**config.mk**
```make
export PLATFORM = sky130hd
export DESIGN_NAME = axis_video_fifo
export DESIGN_NICKNAME = d
export VERILOG_FILES = /design/src/rtl/axis_video_fifo.sv
export SDC_FILE = /design/constraint.sdc
export NUM_CORES = 1
export LEC_CHECK = 0
export ABC_AREA = 1
export CAP_MARGIN = 25
export CORE_ASPECT_RATIO = 0.75
export CORE_MARGIN = 2
export CORE_UTILIZATION = 63
export CTS_BUF_LIST = sky130_fd_sc_hd__clkbuf_16
export CTS_CLUSTER_DIAMETER = 150
export CTS_CLUSTER_SIZE = 10
export DETAILED_ROUTE_END_ITERATION = 7
export PLACE_DENSITY = 0.95
export SKIP_CTS_REPAIR_TIMING = 1
export SLEW_MARGIN = 30
export SYNTH_ARGS = -nofsm -noshare
export SYNTH_HDL_FRONTEND = slang
export SYNTH_SLANG_ARGS = --single-unit
```
**constraint.sdc**
```tcl
create_clock -name aclk -period 4.45 [get_ports aclk]
set_input_delay 1.335 -clock aclk [delete_from_list [all_inputs] [get_ports aclk]]
set_output_delay 1.335 -clock aclk [all_outputs]
set_load 0.01 [all_outputs]
```
**src/rtl/axis_video_fifo.sv**
```systemverilog
// axis_video_fifo: FWFT AXI4-Stream video FIFO that drops overflowing input up to the next SOF.
// Define AXIS_VIDEO_FIFO_DROP_COUNT_EN to build the saturating dropped-beat counter.
module axis_video_fifo #(
   parameter int DATA_WIDTH = 1,
   parameter int ADDR_WIDTH = 4
) (
   input  logic                      aclk,
   input  logic                      aresetn,
   input  logic [DATA_WIDTH*8-1:0]   s_axis_video_tdata,
   input  logic                      s_axis_video_tlast,
   input  logic                      s_axis_video_tuser,
   input  logic                      s_axis_video_tvalid,
   output logic                      s_axis_video_tready,
   output logic [DATA_WIDTH*8-1:0]   m_axis_video_tdata,
   output logic                      m_axis_video_tlast,
   output logic                      m_axis_video_tuser,
   output logic                      m_axis_video_tvalid,
   input  logic                      m_axis_video_tready,
   output logic [ADDR_WIDTH:0]       fill_level,
   output logic                      overflow,
   output logic [15:0]               drop_count
);
   localparam int W = DATA_WIDTH * 8;
   localparam int DEPTH = 2 ** ADDR_WIDTH;
   typedef enum logic {PASS, DROP} state_t;
   state_t                state_q, state_d;
   logic [ADDR_WIDTH-1:0] wr_ptr_q, wr_ptr_d, rd_ptr_q, rd_ptr_d;
   logic [ADDR_WIDTH:0]   count_q, count_d;
   logic                  overflow_q, overflow_d;
   logic [W+1:0]          mem [DEPTH];
   logic                  full, empty, wr_en, rd_en, drop;
   always_comb begin
      full       = count_q == (ADDR_WIDTH+1)'(DEPTH);
      empty      = count_q == '0;
      rd_en      = !empty && m_axis_video_tready;
      // In DROP only an SOF beat may be written, and only if there is room
      wr_en      = s_axis_video_tvalid && !full && (state_q == PASS || s_axis_video_tuser);
      drop       = s_axis_video_tvalid && !wr_en;
      state_d    = drop ? DROP : (wr_en ? PASS : state_q);
      wr_ptr_d   = wr_en ? wr_ptr_q + 1'b1 : wr_ptr_q;
      rd_ptr_d   = rd_en ? rd_ptr_q + 1'b1 : rd_ptr_q;
      count_d    = count_q + (ADDR_WIDTH+1)'(wr_en) - (ADDR_WIDTH+1)'(rd_en);
      overflow_d = overflow_q || drop;
   end
   always_ff @(posedge aclk or negedge aresetn) begin
      if (!aresetn) begin
         state_q    <= PASS;
         wr_ptr_q   <= '0;
         rd_ptr_q   <= '0;
         count_q    <= '0;
         overflow_q <= 1'b0;
      end else begin
         state_q    <= state_d;
         wr_ptr_q   <= wr_ptr_d;
         rd_ptr_q   <= rd_ptr_d;
         count_q    <= count_d;
         overflow_q <= overflow_d;
      end
   end
   always_ff @(posedge aclk) begin
      if (wr_en) mem[wr_ptr_q] <= {s_axis_video_tuser, s_axis_video_tlast, s_axis_video_tdata};
   end
   // Gate the unreset memory so the outputs read as zero while empty
   assign {m_axis_video_tuser, m_axis_video_tlast, m_axis_video_tdata} = empty ? '0 : mem[rd_ptr_q];
   assign m_axis_video_tvalid = !empty;
   assign s_axis_video_tready = !full;
   assign fill_level          = count_q;
   assign overflow            = overflow_q;
`ifdef AXIS_VIDEO_FIFO_DROP_COUNT_EN
   logic [15:0] drop_cnt_q, drop_cnt_d;
   always_comb begin
      drop_cnt_d = (drop && drop_cnt_q != 16'hFFFF) ? drop_cnt_q + 16'd1 : drop_cnt_q;
   end
   always_ff @(posedge aclk or negedge aresetn) begin
      if (!aresetn) drop_cnt_q <= '0;
      else          drop_cnt_q <= drop_cnt_d;
   end
   assign drop_count = drop_cnt_q;
`else
   assign drop_count = 16'h0000;
`endif
endmodule

```
# --- Word-level counts from Yosys, hierarchy flattened ---
# Memories as Yosys holds them, arrays and structs flattened.
# Index checks and enable logic that the tools add are counted.
op_classes:
  n_addsub: 4
  n_mul: 0
  div: 0
  n_lt_le_gt_ge: 0
  n_eq_ne: 1
  shift: 0
  mux: 5
  n_bitwise: 1
  n_reduce_logical: 11
ops:
  columns: ["operator", "count"]
  rows:
  - ["two-way mux 10 bit", 1]
  - ["adder 4 x 1 -> 4 bit (second input constant)", 2]
  - ["adder 5 x 1 -> 5 bit", 1]
  - ["equality test 5 bit (second input constant)", 1]
  - ["logical NOT 5 bit", 1]
  - ["subtractor 5 x 1 -> 5 bit", 1]
  - ["logical AND 1 bit", 4]
  - ["two-way mux 1 bit", 4]
  - ["logical NOT 1 bit", 3]
  - ["logical OR 1 bit", 2]
  - ["nonzero test 2 bit", 1]
  - ["NOT 1 bit", 1]
totals:
  reg_bits: 15
  latchBits: 0
  ramBits: 160
  mem_bits_ro: 0
  inputBits: 14
  word_cells: 28
  mem_count: 1
memory_table:
  columns: ["name", "words", "width", "read_ports", "rd_clocked_by_memory_dff", "wr", "line_no", "rtl"]
  rows:
  - ["mem", 16, 10, 1, 0, 1, "30", "logic [W+1:0] mem [DEPTH];"]

# --- Logic depth before layout (Yosys ltp) ---
# Gate-level depths: netlist of the first run.
logic_depth:
  word_depth: 7
  ltp_mapped: 13
  ltp_nobuf: 13

# --- Worst setup path before layout of the first run ---
# OpenSTA, ideal clock, no wires.
synth_timing:
  path_type: "in2reg"
  startpoint: "in s_axis_video_tvalid"
  endpoint: "reg count_q[4], in the netlist fill_level[4]"
  setup_time_ns: 0.079
  arrival_ns: 2.914
  required_time_ns: 4.371
  slack_ns: 1.456
  path_stages: 11
  path_buffers: 0
  path_cell_list: "inv_1 > nor2_1 > nand2_1 > ha_1 > inv_1 > ha_1 > fa_1 > a21oi_1 > nor2_1 > nor2_1 > xor2_1"
synth_via:
  elab_chain_len: 4
synth_rtl:
  columns: ["element", "line_no", "rtl"]
  rows:
  - ["start, declared", "12", "input logic s_axis_video_tvalid,"]
  - ["logical AND 1 bit (2 in series)", "37", "wr_en = s_axis_video_tvalid && !full && (state_q == PASS || s_axis_video_tuser);"]
  - ["adder 5 x 1 -> 5 bit", "42", "count_d = count_q + (ADDR_WIDTH+1)'(wr_en) - (ADDR_WIDTH+1)'(rd_en);"]
  - ["subtractor 5 x 1 -> 5 bit", "42", null]
  - ["via count_d[4]", "28", "logic [ADDR_WIDTH:0] count_q, count_d;"]
  - ["end signal, assigned", "56", "count_q <= count_d;"]
  - ["end, declared", "28", null]
# The timed path passes the listed nets, and every way through them passes these cells.
# A chain may end at the register's enable or synchronous reset.

# --- Worst setup path after layout of the first run ---
layout_timing:
  startpoint: "reg rd_ptr_q[0]"
  endpoint: "out m_axis_video_tdata[7]"
layout_via:
  elab_chain_len: 2
layout_rtl:
  columns: ["element", "line_no", "rtl"]
  rows:
  - ["start, declared", "27", "logic [ADDR_WIDTH-1:0] wr_ptr_q, wr_ptr_d, rd_ptr_q, rd_ptr_d;"]
  - ["start signal, assigned", "55", "rd_ptr_q <= rd_ptr_d;"]
  - ["memory read (16 x 10 bit)", null, null]
  - ["two-way mux 10 bit", "64", "assign {m_axis_video_tuser, m_axis_video_tlast, m_axis_video_tdata} = empty ? '0 : mem[rd_ptr_q];"]
  - ["end, declared", "14", "output logic [DATA_WIDTH*8-1:0] m_axis_video_tdata,"]
# Every way passes these cells.

==> results.tsv, run 1 <==
metric	value	unit
Power Internal	3.60	mW
synthesized area	7470	um^2
Yosys cell types	23	
n_diodes	0	
Synth Area in Adders	2.11	%
Placer Congestion	0.907	
CTS Sinks	175	
Post-synth top cells	215 x nand2_1, 160 x edfxtp_1, 123 x nand3_1, 22 x buf_4	
multiplexer share of the synthesized area	0	%
sequential share of power	36.8	%
Routed met2 length	8.72	mm
clock group share of total power	25.6	%
number of max-cap violations	0	
Post-synth EDFFs	160	
H-tree depth	4	
Die Width	130	um
top-area cell type share of the netlist area	64.3	%
CTS clk-pin slew, worst paths	60	ps
Initial Utilization	64.6	%
required time of the worst setup path	3120	ps
CTS Root Cell	clkbuf_16	
pwr dens	680	nW/um^2
Max Root-Sink Buffers	2	
post-synthesis sequential area ratio	69.3	%
antenna violations before repair	0	
Die Area	12800	um^2
final setup vio count	0	
simple-gate portion of the synthesized area	20.3	%
Yosys reg bits	175	
min Tclk post-route	4340	ps
drt total wl	19.0	mm
TritonCTS Buffers	17	
post-synth top area cell	edfxtp_1	
ys flop type	edfxtp_1	
layout cell share with drive strength beyond 1	7.71	%
Critical Path AT	3000	ps
Area growth, synth to finish	13.5	%
crit path kind	reg2out	
first-pass detailed-route iteration total	8	
num rows	34	
Worst Setup Slack post-DPL	706	ps
core box area	11600	um^2
Hold WC Path Type	reg2reg	
PortBufs	31	
Detailed Route Iter0 Violations	998	
largest family of logic cells by synthesized area	simple AND/OR/NAND/NOR gates	
remaining antenna violation count after routing	0	
Die Ht	98.3	um
Avg Inst Size Synth	11.5	um^2
worst-skew pair later-pin latency	430	ps
xor and xnor fraction of the mapped netlist area	1.17	%
Crit Path Max Fanout	66	
CP Launch Type	flop	
Synth Area in Compound Gates	1.24	%
Ports	48	
TNS Setup	0	ps
via count	5352	
post-route setup slack	113	ps
Avg WL per Cell	22.0	um
Lkg Pwr	3.26	nW
asr flop ratio synth	8.57	%
achievable frequency	0.231	GHz
sw power	2.17	mW
TritonCTS clock tree	built	
number of failing hold endpoints at the final stage	0	
Slew Limit Fails	0	
residual DRC count	0	
dominant cells by area after synthesis	edfxtp_1 64%, nand2_1 11%, nand3_1 8.2%, dfrtp_1 5.0%, buf_4 2.2%	
Power Total	5.77	mW
Final HPWL DP	11.3	mm
gr usage total	31.6	%
largest net degree at the start of global routing	67	
Ys Warns	0	
relative slew slack	43.5	%
Cells after Synth	648	
number of global-route vias before repair	5316	
Comb power frac	37.6	%
most instantiated library cell after synthesis	nand2_1	
critical path capture point type	output port	
Max VDD drop	0.420	mV
Max Used Layer	met4	
Vias per Instance	6.21	
nets	713	
status	finished clean	
grt ovf	0	
wl on met1	6.68	mm
first-pass GRT wire length	29.1	mm
Setup Skew	7.22	ps
Period Utilization, post-route	97.5	%
Fillers	675	
Slew @ Worst Pin	844	ps
metal3 WL	2.77	mm
Sw Share	37.6	%
RSZ-0062 raised after global routing	no	
[power by group through the flow]
stage               sequential, mW  combinational (mW)  clock, mW
global route                  2.14                2.34       1.54
global placement              2.13                1.93          0
detailed placement            2.15                2.05          0
floorplan                     2.07                1.41          0
finish                        2.12                2.17       1.47
CTS                           2.11                2.11       1.47
[logic make-up after synthesis]
family,count (synthesis)
AOI/OAI and AO/OA,18
xor gates and xnor gates,10
adders and majority gates,12
buffers and inverters,71
DFF,175
other,1
and+or+nand+nor,361
[area by class of cell]
cell class	instances	area, um^2	share of cell area, %
flip-flops and latches	175	5180	61.1
inverters	23	93.8	1.11
well taps	162	203	2.39
repair buffers	53	500	5.90
clock buffers	17	425	5.02
multi-input cells	417	1920	22.6
clock inverters	15	158	1.86
[path summary, 6_finish.rpt]
kind,startpoint,slack [ps],cells past startpoint,endpoint
worst max-delay path,rd_ptr_q[0],110,9,m_axis_video_tdata[7]
worst min-delay path,overflow,470,1,overflow
worst max register to register,fill_level[2],1670,13,fill_level[4]
worst min register to register,overflow,470,1,overflow
max in group asynchronous,aresetn,2580,1,rd_ptr_q[0]
min in group asynchronous,aresetn,1350,1,wr_ptr_q[2]
[state kept, by name (all words and copies together) (netlist names)]
| signal | flops |
|---|---|
| mem | 160 |
| state_q | 1 |
| fill_level | 5 |
| rd_ptr_q | 4 |
| wr_ptr_q | 4 |
| overflow | 1 |
[metrics by stage]
step	std cells	hold slack, ps	util (%)	area (um^2)
finish	862	472	73.3	8480
global route	862	494	73.3	8480
CTS	862	480	73.2	8480
detailed placement	830	466	68.2	7890
global placement	830	463	68.2	7890
floorplan	663	481	-	7530
[placed cells by master (no fill, tap or decap)]
master           count
clkinv_4             1
clkinv_1             1
a21oi_1             13
edfxtp_1           160
nand3_1            123
nor2_2               1
clkdlybuf4s50_1     31
nand4_1              2
fa_1                 1
inv_2                1
ha_1                11
buf_4               20
dfrtp_2              1
clkinvlp_4           4
buf_12               2
nand2_1            215
clkinv_2             2
conb_1              16
bufinv_16            3
o21bai_1             1
clkbuf_16           17
xor2_1              10
dfrtp_1             14
inv_1               24
inv_4                1
inv_6                1
nor2_1              18
nor3_1               2
o21ai_0              4
[metal layers]
layer	up-vias	track usage [%]
met4	0	14.2
met1	2518	42.5
met5	-	0
li1	2267	-
met3	93	12.3
met2	474	46.0
[worst max-delay path: stages (launching register included)]
cell	delay [ps]
dfrtp_2	580
clkinv_4	220
buf_12	300
nand2_1	100
nand3_1	110
nand3_1	100
nand2_1	90
nand2_1	60
a21oi_1	350
clkdlybuf4s50_1	610
Note: power is estimated with default switching activity, not from simulation.
==> inputs of run 2 (changes only) <==
--- a/config.mk
+++ b/config.mk
@@ -7,16 +7,17 @@
 export LEC_CHECK = 0
 export ABC_AREA = 1
 export CAP_MARGIN = 25
+export CELL_PAD_IN_SITES_DETAIL_PLACEMENT = 1
+export CELL_PAD_IN_SITES_GLOBAL_PLACEMENT = 1
 export CORE_ASPECT_RATIO = 0.75
 export CORE_MARGIN = 2
-export CORE_UTILIZATION = 63
+export CORE_UTILIZATION = 51
 export CTS_BUF_LIST = sky130_fd_sc_hd__clkbuf_16
 export CTS_CLUSTER_DIAMETER = 150
 export CTS_CLUSTER_SIZE = 10
 export DETAILED_ROUTE_END_ITERATION = 7
 export PLACE_DENSITY = 0.95
 export SKIP_CTS_REPAIR_TIMING = 1
-export SLEW_MARGIN = 30
 export SYNTH_ARGS = -nofsm -noshare
 export SYNTH_HDL_FRONTEND = slang
 export SYNTH_SLANG_ARGS = --single-unit
==> run 2 against run 1 <==
Global-route usage fell by 1.6 points. Utilization fell by 14 points. Final cell count rose by 4.3%. Combinational power rose by 6%. Clock skew rose by 10 ps. Sequential share of layout area fell by 0.48 points. Critical endpoint is now m_axis_video_tlast. Critical path type unchanged. Largest cell class unchanged. Sequential power barely moved.
==> results.tsv, run 2 (synthesis gave the netlist of run 1 again) <==
metric	value	unit	change
Period Utilization, post-route	95.9	%	was 97.5%
status	finished clean		unchanged
core box area	14400	um^2	was 11600 um^2
Setup Skew	17.5	ps	was 7.22 ps
via count	5360		was 5352
post-route cell area	8550	um^2	was 8480 um^2
Worst Setup Slack post-DPL	717	ps	was 706 ps
TritonCTS Buffers	17		unchanged
grt ovf	0		unchanged
Crit Path Max Fanout	81		was 66
Area growth, synth to finish	14.4	%	was 13.5%
drt total wl	22.3	mm	was 19.0 mm
min Tclk post-route	4270	ps	was 4340 ps
hold path cells	1		unchanged
number of max-cap violations	0		unchanged
CTS Sinks	175		unchanged
Hold WC Path Type	reg2reg		unchanged
remaining antenna violation count after routing	0		unchanged
Slew Limit Fails	0		unchanged
sequential share of power	34.9	%	was 36.8%
Most flops, register	mem		unchanged
sw power	2.29	mW	was 2.17 mW
Max VDD drop	0.405	mV	was 0.420 mV
Die Ht	109	um	was 98.3 um
Slew @ Worst Pin	997	ps	was 844 ps
Die Width	144	um	was 130 um
Critical Path AT	2930	ps	was 3000 ps
Placer Congestion	0.821		was 0.907
Sw Share	38.3	%	was 37.6%
Avg WL per Cell	24.8	um	was 22.0 um
final setup vio count	0		unchanged
gr usage total	30.0	%	was 31.6%
Detailed Route Iter0 Violations	612		was 998
worst-skew pair later-pin latency	450	ps	was 430 ps
Power Internal	3.70	mW	was 3.60 mW
max reg flops	160		unchanged
nets	712		was 713
antenna violations before repair	1		was 0
Ports	48		unchanged
CP Launch Type	flop		unchanged
commonest cells after routing, fill and taps aside	215 x nand2_1, 160 x edfxtp_1, 123 x nand3_1, 31 x clkdlybuf4s50_1		was 215 x nand2_1, 160 x edfxtp_1, 123 x nand3_1, 31 x clkdlybuf4s50_1, 24 x inv_1
Finished Layout Cells	899		was 862
first-pass detailed-route iteration total	5		was 8
CTS Root Cell	clkbuf_16		unchanged
post-route setup slack	181	ps	was 113 ps
achievable frequency	0.234	GHz	was 0.231 GHz
Vias per Instance	5.96		was 6.21
Area after DPL	7910	um^2	was 7890 um^2
first-pass GRT wire length	33.1	mm	was 29.1 mm
num rows	38		was 34
Lkg Pwr	3.26	nW	about the same
register area	5180	um^2	unchanged
required time of the worst setup path	3120	ps	about the same
relative slew slack	33.3	%	was 43.5%
H-tree depth	4		unchanged
critical path capture point type	output port		unchanged
number of failing hold endpoints at the final stage	0		unchanged
TNS Setup	0	ps	unchanged
Power Total	5.99	mW	was 5.77 mW
area occupied by multi-input gates	1910	um^2	was 1920 um^2
CTS clk-pin slew, worst paths	60	ps	about the same
RSZ-0062 raised after global routing	no		unchanged
crit path kind	reg2out		unchanged
Initial Utilization	51.9	%	was 64.6%
most common cell after layout, fill and taps aside	nand2_1		unchanged
TritonCTS clock tree	built		unchanged
PortBufs	31		unchanged
number of global-route vias before repair	5605		was 5316
layout cell share with drive strength beyond 1	7.58	%	was 7.71%
pwr dens	701	nW/um^2	was 680 nW/um^2
Comb power frac	38.2	%	was 37.6%
n_diodes	0		unchanged
Fillers	1474		was 675
clock group share of total power	26.9	%	was 25.6%
Final HPWL DP	12.8	mm	was 11.3 mm
largest net degree at the start of global routing	82		was 67
placed insts	866		was 830
Die Area	15600	um^2	was 12800 um^2
Max Root-Sink Buffers	2		unchanged
residual DRC count	0		unchanged
Reg2Reg Depth	13		unchanged
[run 2: cell count changes in the layout (fill, tap and decap cells not counted), moves of 2 or more]
cell | previous run | this run
clkinv_1 | 1 | 4
bufinv_16 | 3 | 5
inv_1 | 24 | 20
clkinvlp_4 | 4 | 2
clkinv_2 | 2 | 4
[run 2: critical path, cell delays in order, from the launching register on]
cell and delay [ps]:
dfrtp_2 450, clkinv_4 450, nand2_1 170, nand3_1 150, nand3_1 180, nand2_1 170
nand2_1 70, a21oi_1 210, clkdlybuf4s50_1 610
[run 2: cell type report]
class	instances	area share (%)
clock buffers	17	4.98
well taps	200	2.93
inverters	23	1.10
clock inverters	15	2.34
multi-input cells	417	22.4
flip-flops and latches	175	60.6
repair buffers	52	5.62
[run 2: path summary, 6_finish.rpt]
check	start	to	slack (ps)
worst max register to register	fill_level[2]	fill_level[4]	1650
worst min-delay path	overflow	overflow	490
worst max-delay path	rd_ptr_q[0]	m_axis_video_tlast	180
max in group asynchronous	aresetn	rd_ptr_q[0]	2540
worst min register to register	overflow	overflow	490
min in group asynchronous	aresetn	state_q	1360
[run 2: power by group through the flow]
| stage | Combinational [mW] | Sequential, mW | Clock, mW |
|---|---|---|---|
| after global placement | 1.97 | 2.09 | 0 |
| final | 2.29 | 2.09 | 1.61 |
| after floorplan | 1.41 | 2.07 | 0 |
| after CTS | 2.25 | 2.09 | 1.62 |
| after global routing | 2.45 | 2.10 | 1.68 |
| after detailed placement | 2.14 | 2.11 | 0 |
[run 2: metrics by stage]
| stage | util [%] | hold slack [ps] |
|---|---|---|
| after detailed placement | 54.9 | 473 |
| final | 59.3 | 487 |
| after floorplan | - | 481 |
| after CTS | 59.2 | 487 |
| after global routing | 59.3 | 488 |
| after global placement | 54.9 | 460 |
[run 2: layer usage]
| layer | routed length (um) | GRT usage (%) | vias up |
|---|---|---|---|
| met5 | 0 | 0 | - |
| met4 | 834 | 13.9 | 0 |
| met3 | 1620 | 7.47 | 74 |
| met2 | 10900 | 49.8 | 307 |
| met1 | 8880 | 37.5 | 2705 |
| li1 | - | - | 2274 |
==> inputs of run 3 (changes only) <==
--- a/config.mk
+++ b/config.mk
@@ -11,12 +11,14 @@
 export CELL_PAD_IN_SITES_GLOBAL_PLACEMENT = 1
 export CORE_ASPECT_RATIO = 0.75
 export CORE_MARGIN = 2
-export CORE_UTILIZATION = 51
+export CORE_UTILIZATION = 55
 export CTS_BUF_LIST = sky130_fd_sc_hd__clkbuf_16
 export CTS_CLUSTER_DIAMETER = 150
 export CTS_CLUSTER_SIZE = 10
 export DETAILED_ROUTE_END_ITERATION = 7
+export DONT_BUFFER_PORTS = 1
 export PLACE_DENSITY = 0.95
+export REMOVE_ABC_BUFFERS = 1
 export SKIP_CTS_REPAIR_TIMING = 1
 export SYNTH_ARGS = -nofsm -noshare
 export SYNTH_HDL_FRONTEND = slang
==> run 3 against run 2 <==
Routed wire length shrank 4.8%. Hold slack gained 45 ps. Sequential cell count is the same.
==> results.tsv, run 3 (synthesis gave the netlist of run 1 again) <==
metric	value	unit	change
Initial Utilization	57.0	%	was 51.9%
Hold WC Path Type	reg2reg		unchanged
Ports	48		unchanged
Die Ht	105	um	was 109 um
status	finished clean		unchanged
Finished Layout Cells	836		was 899
Placer Congestion	0.810		was 0.821
Setup Skew	8.86	ps	was 17.5 ps
reg-to-reg setup timing slack	1510	ps	was 1650 ps
CTS Root Cell	clkbuf_16		unchanged
area occupied by multi-input gates	1920	um^2	was 1910 um^2
worst-skew pair later-pin latency	430	ps	was 450 ps
H-tree depth	4		unchanged
CTS Sinks	175		unchanged
Most flops, register	mem		unchanged
register area	5180	um^2	unchanged
drt total wl	21.2	mm	was 22.3 mm
critical path capture point type	output port		unchanged
num rows	36		was 38
TNS Setup	0	ps	unchanged
gr usage total	30.2	%	was 30.0%
Die Width	139	um	was 144 um
Vias per Instance	6.14		was 5.96
achievable frequency	0.242	GHz	was 0.234 GHz
residual DRC count	0		unchanged
M2 GR Usage	48.2	%	was 49.8%
Avg WL per Cell	25.4	um	was 24.8 um
PortBufs	0		was 31
Max VDD drop	0.422	mV	was 0.405 mV
met1 Use GR	37.9	%	was 37.5%
n_diodes	0		unchanged
commonest cells after routing, fill and taps aside	215 x nand2_1, 160 x edfxtp_1, 123 x nand3_1, 19 x inv_1, 19 x nor2_1		was 215 x nand2_1, 160 x edfxtp_1, 123 x nand3_1, 31 x clkdlybuf4s50_1
Critical Path AT	2790	ps	was 2930 ps
TritonCTS Buffers	17		unchanged
pwr dens	665	nW/um^2	was 701 nW/um^2
Die Area	14500	um^2	was 15600 um^2
layout cell share with drive strength beyond 1	7.52	%	was 7.58%
CP Launch Type	flop		unchanged
Final HPWL DP	13.6	mm	was 12.8 mm
crit path kind	reg2out		unchanged
largest net degree at the start of global routing	82		unchanged
first-pass detailed-route iteration total	6		was 5
Fillers	1320		was 1474
TritonCTS clock tree	built		unchanged
met3 GRT Util	10.4	%	was 7.47%
grt ovf	0		unchanged
number of max-cap violations	0		unchanged
min Tclk post-route	4130	ps	was 4270 ps
Crit Path Max Fanout	22		was 81
relative slew slack	34.6	%	was 33.3%
final setup vio count	0		unchanged
GR peak layer	met2		unchanged
nets	679		was 712
Max Root-Sink Buffers	2		unchanged
number of global-route vias before repair	5446		was 5605
number of failing hold endpoints at the final stage	0		unchanged
max reg flops	160		unchanged
Slew @ Worst Pin	981	ps	was 997 ps
Lkg Pwr	3.07	nW	was 3.26 nW
Period Utilization, post-route	92.8	%	was 95.9%
antenna violations before repair	0		was 1
via count	5130		was 5360
first-pass GRT wire length	31.9	mm	was 33.1 mm
Area growth, synth to finish	8.37	%	was 14.4%
Slew Limit Fails	0		unchanged
placed insts	801		was 866
required time of the worst setup path	3120	ps	about the same
remaining antenna violation count after routing	0		unchanged
RSZ-0062 raised after global routing	no		unchanged
most common cell after layout, fill and taps aside	nand2_1		unchanged
CTS clk-pin slew, worst paths	60	ps	about the same
Detailed Route Iter0 Violations	582		was 612
core box area	13100	um^2	was 14400 um^2
[run 3: changes by cell type in the layout (fill, tap and decap cells not counted), sizes merged]
cell	before	now
bufinv	5	1
inv	22	21
clkinv	9	11
clkinvlp	2	4
clkdlybuf4s50	31	0
buf	21	19
[run 3: critical path, stage by stage, from the launching register on]
cell	delay (ps)
dfrtp_1	750
inv_1	860
nand3_1	250
nand2_1	140
nand2_1	60
a21oi_1	290
[run 3: final cells by class]
class | instances | area share [%]
Clock buffer | 17 | 5.25
Clock inverter | 14 | 1.27
Inverter | 23 | 1.13
Multi-Input combinational cell | 417 | 23.7
Sequential cell | 175 | 64.0
Tap cell | 171 | 2.64
Timing Repair Buffer | 19 | 2.01
[run 3: where the power goes]
group | leakage, nW | total [mW] | switching [mW] | internal, mW
logic | 1.21 | 1.86 | 1.35 | 0.514
clock network | 0.248 | 1.36 | 0.604 | 0.752
registers | 1.62 | 2.17 | 0.198 | 1.97
total | 3.07 | 5.39 | 2.15 | 3.24
[run 3: metal layers]
layer | share of wire (%) | vias up | routed length, um
li1 | - | 2202 | -
met1 | 38 | 2561 | 8130
met2 | 48 | 303 | 10200
met3 | 10 | 64 | 2220
met4 | 3.1 | 0 | 653
met5 | 0 | - | 0
[run 3: final timing paths]
| check | from | endpoint | depth (start not counted) |
|---|---|---|---|
| min in group asynchronous | aresetn | overflow | 0 |
| max in group asynchronous | aresetn | rd_ptr_q[0] | 0 |
| worst max register to register | fill_level[3] | fill_level[4] | 13 |
| worst max-delay path | rd_ptr_q[2] | m_axis_video_tdata[4] | 5 |
| worst min register to register | state_q | state_q | 2 |
| worst min-delay path | state_q | state_q | 2 |
[run 3: per-stage QoR]
step	hold WS [ps]	setup WS (ps)	util (%)	power, mW	cell area (um^2)
floorplan	481	232	-	3.31	7190
global placement	495	881	57.3	3.81	7520
detailed placement	533	893	57.5	3.98	7530
CTS	543	359	61.5	5.36	8060
global route	568	204	61.8	5.64	8100
finish	532	322	61.8	5.39	8100
